**src/rtl/pipe_skid_reg.sv**
```systemverilog
`default_nettype none
// +----------------------------------------------------------------------------+
// | pipe_skid_reg : two-entry (main + skid) elastic register, valid/ready both |
// | sides, full throughput, InReady taken straight from a flop.                |
// | Optional Flush port when PIPE_SKID_FLUSH_EN is defined.                    |
// | Revision: 1.0                                                              |
// +----------------------------------------------------------------------------+
module pipe_skid_reg #(
   parameter int WIDTH = 8
) (
   input  logic             clk,
   input  logic             reset,
`ifdef PIPE_SKID_FLUSH_EN
   input  logic             Flush,
`endif
   input  logic             InValid,
   output logic             InReady,
   input  logic [WIDTH-1:0] InData,
   output logic             OutValid,
   input  logic             OutReady,
   output logic [WIDTH-1:0] OutData
);

   // bit0 = main entry valid, bit1 = skid entry valid
   localparam logic [1:0] EMPTY = 2'b00;
   localparam logic [1:0] ONE   = 2'b01;
   localparam logic [1:0] FULL  = 2'b11;

   logic [1:0]       state;
   logic [1:0]       state_next;
   logic             in_ready_reg;
   logic [WIDTH-1:0] main_reg;
   logic [WIDTH-1:0] skid_reg;
   logic [WIDTH-1:0] main_next;
   logic             main_load;
   logic             skid_load;
   logic             in_xfer;
   logic             out_xfer;
   logic             flush_req;

`ifdef PIPE_SKID_FLUSH_EN
   assign flush_req = Flush;
`else
   assign flush_req = 1'b0;
`endif

   assign in_xfer  = InValid & in_ready_reg;
   assign out_xfer = state[0] & OutReady;

   always_comb begin
      state_next = state;
      main_load  = 1'b0;
      skid_load  = 1'b0;
      main_next  = InData;
      case (state)
         EMPTY: begin
            if (in_xfer) begin
               state_next = ONE;
               main_load  = 1'b1;
            end
         end
         ONE: begin
            if (in_xfer && out_xfer) begin
               main_load = 1'b1;
            end else if (in_xfer) begin
               state_next = FULL;
               skid_load  = 1'b1;
            end else if (out_xfer) begin
               state_next = EMPTY;
            end
         end
         FULL: begin
            if (out_xfer) begin
               state_next = ONE;
               main_load  = 1'b1;
               main_next  = skid_reg;
            end
         end
         default: state_next = EMPTY;
      endcase
      // Flush overrides any handshake; data registers keep their contents.
      if (flush_req) begin
         state_next = EMPTY;
         main_load  = 1'b0;
         skid_load  = 1'b0;
      end
   end

   always_ff @(posedge clk or posedge reset) begin
      if (reset) begin
         state        <= EMPTY;
         in_ready_reg <= 1'b1;
      end else begin
         state        <= state_next;
         in_ready_reg <= (state_next != FULL);
      end
   end

   always_ff @(posedge clk or posedge reset) begin
      if (reset) begin
         main_reg <= '0;
         skid_reg <= '0;
      end else begin
         if (main_load) main_reg <= main_next;
         if (skid_load) skid_reg <= InData;
      end
   end

   assign InReady  = in_ready_reg;
   assign OutValid = state[0];
   assign OutData  = main_reg;

endmodule
`default_nettype wire

```
**config.mk**
```make
export PLATFORM = sky130hd
export DESIGN_NAME = pipe_skid_reg
export DESIGN_NICKNAME = d
export VERILOG_FILES = /design/src/rtl/pipe_skid_reg.sv
export SDC_FILE = /design/constraint.sdc
export NUM_CORES = 1
export LEC_CHECK = 0
export CORE_UTILIZATION = 42
export DETAILED_ROUTE_END_ITERATION = 10
export GPL_TIMING_DRIVEN = 0
export PLACE_DENSITY = 0.73
export SYNTH_ARGS = -nofsm -noshare
export SYNTH_HDL_FRONTEND = slang
export SYNTH_SLANG_ARGS = --single-unit
```
**constraint.sdc**
```tcl
create_clock -name clk -period 1.4 [get_ports clk]
set_input_delay 0.14 -clock clk [delete_from_list [all_inputs] [get_ports clk]]
set_output_delay 0.14 -clock clk [all_outputs]
set_load 0.01 [all_outputs]
```
==> flow_metrics.env, run 1 <==
export IMPL_ys_seq_area_share_pct=55.70
export IMPL_drt_total_wl_um=1721
export IMPL_drv_cap=0
export IMPL_start_util_pct=47.01
export IMPL_met2_usage_pct=30.83
export IMPL_relSlewSlack_pct=53.51
export IMPL_path_buf_inv=1
export IMPL_synth_compound_area_share_pct=2.193
export IMPL_drv_slew=0
export IMPL_power_density_nw_per_um2=1404
export IMPL_leakage_nw=0.5612
export IMPL_routedWlPerCell_um=15.23
export IMPL_yosysUniqueCellTypes=11
export IMPL_rrSetupSlack_ns=-0.06
export IMPL_worstSetupPathType="reg -> reg"
export IMPL_violations="setup timing"
export IMPL_hpwl_um=1076
export IMPL_critPathMaxStageDelay_ns=0.60
export IMPL_drc=0
export IMPL_first_global_vias=561
export IMPL_synth_flop_cell="dfrtp_1"
export IMPL_antenna_cells=0
export IMPL_rsz0062_at_grt="yes"
export IMPL_critPathTopFamily="flip-flops"
export IMPL_slowest_stage="dfstp_2"
export IMPL_grt_busiest_layer="met2"
export IMPL_clkLatencyLatePin_ns=0.29
export IMPL_crit_required_ns=1.58
export IMPL_grt_usage_pct=18.47
export IMPL_synth_warnings=0
export IMPL_holdWs_ns=0.2509
export IMPL_cts_tree="done"
export IMPL_synthMostInstantiatedCell="mux2_2"
export IMPL_synth_cells=57
export IMPL_synth_common_cells="24 x mux2_2, 18 x dfrtp_1, 3 x inv_1"
export IMPL_timing_final_crit_share_pct=103.9
export IMPL_synthAdderAreaFrac_pct=0
export IMPL_synth_top_cell_area_share_pct=52.63
export IMPL_worst_pin_slew_ns=0.6966
export IMPL_vias=547
export IMPL_worst_slack_ns=-0.05520
export IMPL_postRouteAntennaNets=0
export IMPL_die_area_um2=2222
export IMPL_ys_ff_latch=19
export IMPL_io_buffer_count=21
export IMPL_cp_num_cells=4
export IMPL_drt_pass1_iter_count=4
export IMPL_avgSynthCellArea_um2=15.01
export IMPL_root_buffer="clkbuf_4"
export IMPL_synth_mux_area_share_pct=31.58
export IMPL_cts_max_path_buffers=2
export IMPL_overflow=0
export IMPL_peakVddDrop_v=0.001043
export IMPL_use_met3_pct=4.231
export IMPL_cp_end_kind="flip-flop"
export IMPL_syn2layout_area_growth_pct=50.00
export IMPL_outcome="finished, violations left"
export IMPL_synth_top_family_by_area="multiplexers"
export IMPL_setup_viol=10
export IMPL_yosys_area_share_simple_pct=9.211
export IMPL_synthTopCellsByArea="dfrtp_1 53%, mux2_2 32%, nor3_4 3.8%, dfstp_2 3.1%, nand3_4 2.0%"
export IMPL_multi_input_area_um2=457.9
export IMPL_final_layout_size_suffix_gt1_share_pct=48.86
export IMPL_grt_max_degree=20
export IMPL_mappedNetlistArea_um2=855.8
export IMPL_met1_usage_pct=23.60
export IMPL_dieHeight_um=47.14
export IMPL_regArea_um2=479.2
export IMPL_finalPower_mw=1.802
export IMPL_place_gp_congestion=0.6317
export IMPL_grt_first_pass_wirelength_um=2642
export IMPL_postCtsHoldBufs=0
export IMPL_design_core_area_um2=1821
export IMPL_fillers=141
export IMPL_grt_antenna_before_repair=0
export IMPL_synthXorXnorAreaFrac_pct=0
export IMPL_syn_nets=69
export IMPL_hp_class="in -> async"
export IMPL_ff2ff_path_depth=4
export IMPL_clk_pin_slew_worst_paths_ns=0.10
export IMPL_async_reset_ff_share_pct=100.0
export IMPL_nets=101
export IMPL_yosysTopAreaCell="dfrtp_1"
export IMPL_cp_data_arrival_time_ns=1.63
export IMPL_synth_edf_count=0
export IMPL_clock_sinks=19
export IMPL_num_rows=15
export IMPL_cts_buffers=3
export IMPL_drt_iter0_drc=5
export IMPL_fin_crit_ns=1.455
export IMPL_cp_cell_sequence="nand2_4 -> nor3_4 -> buf_12 -> mux2_4"
export IMPL_pin_count=22
export IMPL_finalClockSkew_ns=0.001815
export IMPL_fmax_mhz=687.2
export IMPL_start_kind="flip-flop"
export IMPL_h_tree_depth=1
export IMPL_path_max_fanout=8
export IMPL_die_w_um=47.14
export IMPL_via_per_inst=4.841
export IMPL_hold_viol_final=0
==> final timing paths <==
check,start,end
max,InReady$_DFF_PP1_,skid_reg[2]$_DFFE_PP0P_
max in group asynchronous,reset,state[0]$_DFF_PP0_
min in group clk,InData[1],skid_reg[1]$_DFFE_PP0P_
max reg2reg,InReady$_DFF_PP1_,skid_reg[2]$_DFFE_PP0P_
min,reset,skid_reg[1]$_DFFE_PP0P_
min reg2reg,skid_reg[1]$_DFFE_PP0P_,skid_reg[1]$_DFFE_PP0P_
==> power breakdown <==
group | switching [mW] | internal, mW | total [mW] | leakage, nW
registers | 0.110 | 0.727 | 0.837 | 0.221
logic | 0.223 | 0.480 | 0.703 | 0.325
clock network | 0.151 | 0.111 | 0.262 | 0.0150
==> kinds of logic (layout without fill, tap and decap cells) <==
| group | Yosys count | count (layout) |
|---|---|---|
| AO/OA/AOI/OAI | 3 | 3 |
| buffers and inverters | 3 | 34 |
| flip-flops | 19 | 19 |
| multiplexers | 24 | 24 |
| AND/OR/NAND/NOR | 8 | 8 |
==> layout make-up <==
| class | count | area share [%] |
|---|---|---|
| flip-flops and latches | 19 | 37.33 |
| multi-input cells | 35 | 35.67 |
| repair buffers | 27 | 21.64 |
| well taps | 25 | 2.437 |
| clock buffers | 4 | 2.047 |
| inverters | 3 | 0.8772 |
==> per-stage QoR <==
step | setup TNS [ns] | setup slack [ns] | util, % | cells | instance area, um^2
2_1_floorplan | -0.3856 | -0.03238 | - | 57 | 860.8
3_3_place_gp | -5.706 | -0.4134 | 60.55 | 103 | 1102
3_5_place_dp | -5.699 | -0.4330 | 60.55 | 103 | 1102
4_1_cts | -0.6897 | -0.05968 | 67.56 | 111 | 1230
5_1_grt | -1.088 | -0.1108 | 70.52 | 113 | 1284
6_report | -0.4026 | -0.05520 | 70.52 | 113 | 1284
==> layer usage <==
layer	part of all wire, %	wire (um)	vias to the layer above
met5	0	0	-
met4	1.4	24	0
li1	-	-	263
met3	4.1	71	4
met1	46	800	265
met2	48	824	15
==> layout by cell type, fill, tap and decap left out, types with 2 or more instances in the layout <==
cell type        Yosys  final
buf_12               0      2
buf_4                0      4
clkbuf_4             0      3
clkdlybuf4s50_1      0     19
dfrtp_1             18     16
dfrtp_2              0      2
dlygate4sd2_1        0      2
inv_1                3      3
mux2_2              24      8
mux2_4               0     16
nand2b_1             2      2
nor2b_4              0      2
nor3_4               2      2
o21ai_0              2      2
==> what timing repair did <==
action	4_1_cts	5_1_grt
cloned	0	0
setup buffers	4	2
gates resized for setup	15	10
endpoints found under the setup margin	18	16
pin swaps	2	1
No activity file was read; power rests on OpenSTA's default activity.
==> run 2: changes to the inputs <==
- CAP_MARGIN: unset -> 20
==> results of run 2 <==
Same layout as run 1: the final DEF is identical, and so are final timing and power.
